**src/rtl/reciprocal_arbiter.sv**
```systemverilog
// Round-robin arbiter sharing one combinational reciprocal datapath between
// NREQ requesters. One operation is in flight at a time: the operand is
// registered into the shared unit, the result is captured one cycle later and
// held on the response bus until the owning requester accepts it.
//
// state    | meaning
// ST_IDLE  | no operation in flight; round-robin grant offered on req_ready
// ST_ISSUE | operand registered into shared datapath; result settling
// ST_DONE  | result captured; rsp_valid held until owner's rsp_ready
module reciprocal_arbiter #(
   parameter int NREQ = 2,
   parameter int M    = 12,
   parameter int N    = 12,
   parameter int W    = M + N
) (
   input  logic              clk,
   input  logic              reset,
   input  logic [NREQ-1:0]   req_valid,
   output logic [NREQ-1:0]   req_ready,
   input  logic [NREQ*W-1:0] req_data,
   input  logic [NREQ-1:0]   req_abs,
   output logic [NREQ-1:0]   rsp_valid,
   input  logic [NREQ-1:0]   rsp_ready,
   output logic [W-1:0]      rsp_data,
   output logic              rsp_sat,
   output logic [W-1:0]      rcp_i_data,
   output logic              rcp_i_abs,
   input  logic [W-1:0]      rcp_o_data,
   input  logic              rcp_o_sat,
   output logic              busy
);

   localparam int PW = (NREQ > 1) ? $clog2(NREQ) : 1;

   typedef enum logic [1:0] {
      ST_IDLE  = 2'd0,
      ST_ISSUE = 2'd1,
      ST_DONE  = 2'd2
   } state_t;

   state_t            r_state;
   state_t            w_state_nxt;
   logic [PW-1:0]     r_owner;
   logic [PW-1:0]     r_ptr;
   logic [PW-1:0]     w_grant;
   logic              w_grant_hit;
   logic [PW:0]       w_sum;
   logic              w_accept;
   logic              w_rsp_take;
   logic [NREQ-1:0]   w_req_ready;
   logic [NREQ-1:0]   w_owner_1h;
   logic [NREQ-1:0]   r_rsp_valid;
   logic [W-1:0]      r_rsp_data;
   logic              r_rsp_sat;
   logic [W-1:0]      r_rcp_data;
   logic              r_rcp_abs;

   // Search for the first valid requester starting just after the last winner.
   always_comb begin
      w_grant_hit = 1'b0;
      w_grant     = '0;
      w_sum       = '0;
      for (int i = 1; i <= NREQ; i++) begin
         w_sum = {1'b0, r_ptr} + (PW+1)'(i);
         if (w_sum >= (PW+1)'(NREQ)) begin
            w_sum = w_sum - (PW+1)'(NREQ);
         end
         if (!w_grant_hit && req_valid[w_sum[PW-1:0]]) begin
            w_grant_hit = 1'b1;
            w_grant     = w_sum[PW-1:0];
         end
      end
   end

   assign w_owner_1h = NREQ'(1) << r_owner;

   // Next state and handshake strobes; req_ready is only offered in IDLE and
   // is forced low while reset is asserted.
   always_comb begin
      w_state_nxt = r_state;
      w_req_ready = '0;
      w_accept    = 1'b0;
      w_rsp_take  = 1'b0;
      case (r_state)
         ST_IDLE: begin
            if (w_grant_hit && !reset) begin
               w_req_ready[w_grant] = 1'b1;
               w_accept             = 1'b1;
               w_state_nxt          = ST_ISSUE;
            end
         end
         ST_ISSUE: begin
            w_state_nxt = ST_DONE;
         end
         ST_DONE: begin
            if (rsp_ready[r_owner]) begin
               w_rsp_take  = 1'b1;
               w_state_nxt = ST_IDLE;
            end
         end
         default: begin
            w_state_nxt = ST_IDLE;
         end
      endcase
   end

   // State register.
   always_ff @(posedge clk or posedge reset) begin
      if (reset) begin
         r_state <= ST_IDLE;
      end else begin
         r_state <= w_state_nxt;
      end
   end

   // Operand launch, owner/pointer tracking, result capture and release.
   always_ff @(posedge clk or posedge reset) begin
      if (reset) begin
         r_owner     <= '0;
         r_ptr       <= PW'(NREQ - 1);
         r_rcp_data  <= '0;
         r_rcp_abs   <= 1'b0;
         r_rsp_valid <= '0;
         r_rsp_data  <= '0;
         r_rsp_sat   <= 1'b0;
      end else begin
         if (w_accept) begin
            r_rcp_data <= req_data[w_grant*W +: W];
            r_rcp_abs  <= req_abs[w_grant];
            r_owner    <= w_grant;
            r_ptr      <= w_grant;
         end
         if (r_state == ST_ISSUE) begin
            r_rsp_data  <= rcp_o_data;
            r_rsp_sat   <= rcp_o_sat;
            r_rsp_valid <= w_owner_1h;
         end else if (w_rsp_take) begin
            r_rsp_valid <= '0;
         end
      end
   end

   assign req_ready  = w_req_ready;
   assign rsp_valid  = r_rsp_valid;
   assign rsp_data   = r_rsp_data;
   assign rsp_sat    = r_rsp_sat;
   assign rcp_i_data = r_rcp_data;
   assign rcp_i_abs  = r_rcp_abs;
   assign busy       = (r_state != ST_IDLE);

endmodule

```
**config.mk**
```make
export PLATFORM = sky130hd
export DESIGN_NAME = reciprocal_arbiter
export DESIGN_NICKNAME = d
export VERILOG_FILES = /design/src/rtl/reciprocal_arbiter.sv
export SDC_FILE = /design/constraint.sdc
export NUM_CORES = 1
export LEC_CHECK = 0
export BUFFER_PORTS_ARGS = -buffer_cell sky130_fd_sc_hd__buf_2
export CORE_MARGIN = 2
export CORE_UTILIZATION = 45
export DETAILED_ROUTE_END_ITERATION = 12
export PLACE_DENSITY = 0.77
export SLEW_MARGIN = 20
export SYNTH_ARGS = -nofsm -noshare
export SYNTH_HDL_FRONTEND = slang
export SYNTH_SLANG_ARGS = --single-unit
export TNS_END_PERCENT = 50
```
**constraint.sdc**
```tcl
create_clock -name clk -period 2 [get_ports clk]
set_input_delay 0.3 -clock clk [delete_from_list [all_inputs] [get_ports clk]]
set_output_delay 0.3 -clock clk [all_outputs]
set_load 0.01 [all_outputs]
```
* After elaboration in Yosys (flattened, before gate mapping)
Cells that the tools add are included.
Storage, ports and cells: flip-flop bits (word level) 56, input port bits 81, output and inout bits 55
Operators by class: add/sub/neg operators 4, multiply operators 1, $lt $le $gt $ge 7, equality and inequality tests 4, shift-type cells 2, mux-type cells 27, reductions and logical operators 9
Operator list (count):
- $shiftx A48 B7 Y24 | 1
- $mux W1 | 19
- $mux W2 | 6
- $lt A1 B2 Y1 const B | 4
- $pmux W2 S3 | 1
- $ge A2 B2 Y1 const B | 2
- $ne A2 B2 Y1 const B | 2
- $reduce_bool A2 Y1 | 2
- $logic_and A1 B1 Y1 | 3
- $mul A1 B2 Y3 const B | 1
- $add A1 B1 Y2 const B | 1
- $add A1 B2 Y2 const B | 1
- $eq A2 B1 Y1 const B | 1
- $eq A2 B2 Y1 const B | 1
- $logic_not A1 Y1 | 2
- $logic_not A2 Y1 | 1
- $reduce_and A2 Y1 | 1
- $shl A1 B1 Y2 const A | 1
- $sub A1 B1 Y1 const B | 2
- $demux W1 S1 | 1
- $ge A1 B1 Y1 const B | 1

* Longest topological paths before layout
depth in word-level cells 15, mapped depth 6, gate-level depth less buffers 4

* Worst setup path after synthesis
Ideal clock, no wire load.
kind register to output, start register r_ptr, end output port req_ready[0], arrival time 1.203 ns, data required time 1.700 ns, setup slack 0.497 ns, cell stages (with the launch flop) 6, path buffers 2, cells stage by stage dfstp_2 nor2b_1 buf_2 buf_2 nand3b_1 inv_1
Between the ends: longest elaborated chain between the ends 15
RTL lines:
- from (decl) | RTL line 44 | logic [PW-1:0] r_ptr;
- from (signal assigned) | RTL line 120 | r_ptr <= PW'(NREQ - 1);
- from (signal assigned) | RTL line 131 | r_ptr <= w_grant;
- $add A1 B1 Y2 | RTL line 64 | w_sum = {1'b0, r_ptr} + (PW+1)'(i);
- $ge A2 B2 Y1 / $sub A1 B1 Y1 (equally long branches) | RTL line 65, 66
- $mux W1 | RTL line 65 | if (w_sum >= (PW+1)'(NREQ)) begin
- $mux W1 (implied by the code) (2 in series) | RTL line 68 | if (!w_grant_hit && req_valid[w_sum[PW-1:0]]) begin
- $mux W1 | RTL line 68
- $logic_not A1 Y1 | RTL line 68
- $logic_and A1 B1 Y1 | RTL line 68
- $mux W1 | RTL line 68
- $lt A1 B2 Y1 (implied by the code) / $ge A1 B1 Y1 (equally long branches) | RTL line 87 | w_req_ready[w_grant] = 1'b1;
- $logic_and A1 B1 Y1 (implied by the code) | RTL line 87
- $mux W1 (implied by the code) | RTL line 87
- $demux W1 S1 | RTL line 87
- $mux W2 (*) | RTL line 86 | if (w_grant_hit && !reset) begin
- $mux W2 (*) | RTL line 84 | case (r_state)
- to (decl) | RTL line 19 | output logic [NREQ-1:0] req_ready,
Every way passes the cells marked *; elsewhere a longest branch is shown, timed or not. The select of a mux whose other input is x is not followed.

* Worst setup path in the final report
start input port reset, end output port req_ready[1]
Between the ends: longest elaborated chain between the ends 4
RTL lines:
- from (decl) | RTL line 17 | input logic reset,
- $logic_not A1 Y1 (no source line)
- $logic_and A1 B1 Y1 | RTL line 86
- $mux W2 | RTL line 86
- $mux W2 | RTL line 84
Every way passes these cells.

==> results.ini <==
[run_status]
status=finished, final reports clean

[layout]
final_common_cell=buf_2
area_growth_pct=32.5
final_cell_mix=135 x buf_2, 55 x dfrtp_1, 26 x nand2_1
fin_nets=414
drive_gt1_frac=0.605
antennaDiodeCount=0

[clocking]
clk_pin_slew_ns=0.10
clock_path_buffers=2
cts_root_buffer=clkbuf_8
cts_tree=yes
clk_latency_ns=0.30
cts_inserted_buffers=5
h-tree-depth=2
clock-sinks=56

[setup_path]
path_buf_inv=3
critical_path.max_stage_delay_ns=0.55
crit_path_start_kind=input pin
worstPathRequired_ns=1.70
crit_slowest_cell=dlygate4sd3_1
crit_path_frequent_cell=buf_2
cp.arrival_ns=1.63
path_delay_family=buffers and inverters
endpoint_kind=output pin
cp_max_fo=3
path_class=in -> out
worstPathCellList=dlygate4sd3_1, buf_2, nor3_4, and3_1, buf_2

[synth]
ys_ff_latch=56
yosys.area.top_type=dfrtp_1
yosys.area_share.simple=0.154
synth-seq-area-share=0.550
synth_compound_area_frac=0.127
synth-xor-area-share=0
synth_warnings=0
synth_mux_area_frac=0.114
synth_top_cell_area_share=0.539
syn_nets=280
synthCells=199
synthAdderAreaFrac=0
yosys-top-cells-area=dfrtp_1 54%, mux2_2 11%, a221o_1 9.8%
syn-mean-instance-area_um2=12.8
synth_top_family_by_area=simple AND/OR/NAND/NOR gates
ys_types=28
synth_area_um2=2550

[die]
rows=27
start_util=0.463
fp.dieArea_um2=6290
die_h_um=79.3
coreArea_um2=5510
io_pins=136
die_width_um=79.3

[global_routing]
grt_max_degree=43
first_global_vias=2043
gr-total-overflow=0
grt_usage=0.190
grt_first_pass_wirelength_mm=9.45
antenna_found_initial=0

[sta]
maxSlewViolCount=0
hold_violations=0
clock_skew_ns=0.00945
post-route-period-util=0.964
tightestPinTransition_ns=0.692
rsz0062_at_grt=false
fmax_ghz=0.519
finalSetupViolations=0
fin_setup_tns_ns=0
slew_headroom=0.537
period_minus_slack_ns=1.93

[hold_path]
hold_path_class=in -> reg

[route]
wire_per_inst_um=14.5
dr.pass1.iters=4
drt_iter0_drc=96
vias=2080
postRouteAntennaNets=0
drc=0
viasPerCell=5.12
wl_mm=5.88

[flow_run]
cap_viol_max_count=0

[power]
power_density_nw_per_um2=1380
max-vdd-ir-drop_v=0.000652
fin_total_pwr_mw=4.67
leakage_nw=1.70

[place]
port_buffers=135
dp_hpwl_mm=4.43
gp_congestion=0.798

==> logic make-up after synthesis <==
| kind of cell | count (synthesis) |
|---|---|
| compound gates | 35 |
| flops | 56 |
| buf+inv | 21 |
| mux | 26 |
| simple gates | 61 |
==> registers in the layout, indices dropped and copies added, names as in the netlist <==
signal      flops
r_owner         1
r_ptr           1
r_state         2
rcp_i_abs       1
rcp_i_data     24
rsp_data       24
rsp_sat         1
rsp_valid       2
==> through the flow <==
stage / cells / hold WS (ns) / utilization / setup WS [ns] / area, um2
2_1_floorplan: 199 / 0.445 / - / 0.330 / 2550
3_3_place_gp: 397 / 0.302 / 0.594 / 0.240 / 3270
3_5_place_dp: 397 / 0.310 / 0.594 / 0.216 / 3270
4_1_cts: 406 / 0.216 / 0.611 / 0.0573 / 3370
5_1_grt: 406 / 0.206 / 0.614 / 0.0361 / 3380
6_report: 406 / 0.224 / 0.614 / 0.0730 / 3380
==> Yosys cell counts (all sizes together) <==
| cell | n |
|---|---|
| a211oi | 1 |
| a21o | 3 |
| a21oi | 2 |
| a221o | 25 |
| and3 | 1 |
| and3b | 1 |
| buf | 16 |
| clkbuf | 1 |
| dfrtp | 55 |
| dfstp | 1 |
| inv | 4 |
| mux2 | 25 |
| mux2i | 1 |
| nand2 | 26 |
| nand3 | 1 |
| nand3b | 1 |
| nor2b | 3 |
| nor3 | 26 |
| o211a | 1 |
| o21a | 2 |
| o21ai | 1 |
| or2 | 1 |
| or3 | 1 |
==> report_power, final <==
group	leakage, nW	total (mW)	switching [mW]	internal [mW]
combinational	0.984	2.06	1.00	1.06
sequential	0.675	2.01	0.320	1.69
clock	0.0414	0.599	0.349	0.250
total	1.70	4.67	1.67	3.00
==> worst register-to-register path, cell delays in order (launching register included) <==
cell,delay [ns]
dfrtp_1,0.47
or3_1,0.40
buf_4,0.26
nor3_1,0.25
a221o_1,0.13
==> metal layers <==
metal | GRT usage | routed length, um | vias up | part of all wire
met5 | 0 | 0 | - | 0
met4 | 0.0483 | 55 | 0 | 0.0094
met3 | 0.0330 | 342 | 8 | 0.058
met2 | 0.323 | 2920 | 81 | 0.50
met1 | 0.253 | 2560 | 997 | 0.43
li1 | - | - | 994 | -
==> layout make-up <==
class	count	area [um2]
fillers	482	2130
multi-input cells	122	1030
clock buffers	6	72.6
repair buffers	144	758
inverters	4	15.0
flip-flops and latches	56	1400
clock inverters	2	16.3
well taps	72	90.1
==> repair_timing <==
action	in CTS	in global routing
endpoints found under the hold margin	14	0
setup buffers	0	0
setup endpoints to repair	0	2
hold buffers	1	0
resized for setup	0	1
==> final timing paths <==
path	from	endpoint	slack, ns	cells after the start
max	reset	req_ready[1]	0.07	5
min	req_data[47]	rcp_i_data[23]	0.22	2
max reg2reg	r_state[1]	rcp_i_data[22]	0.43	4
min reg2reg	rsp_data[17]	rsp_data[17]	0.51	1
max in group asynchronous	reset	r_ptr	0.88	4
min in group asynchronous	reset	rcp_i_data[19]	0.56	3
(Power assumes the default switching activity.)
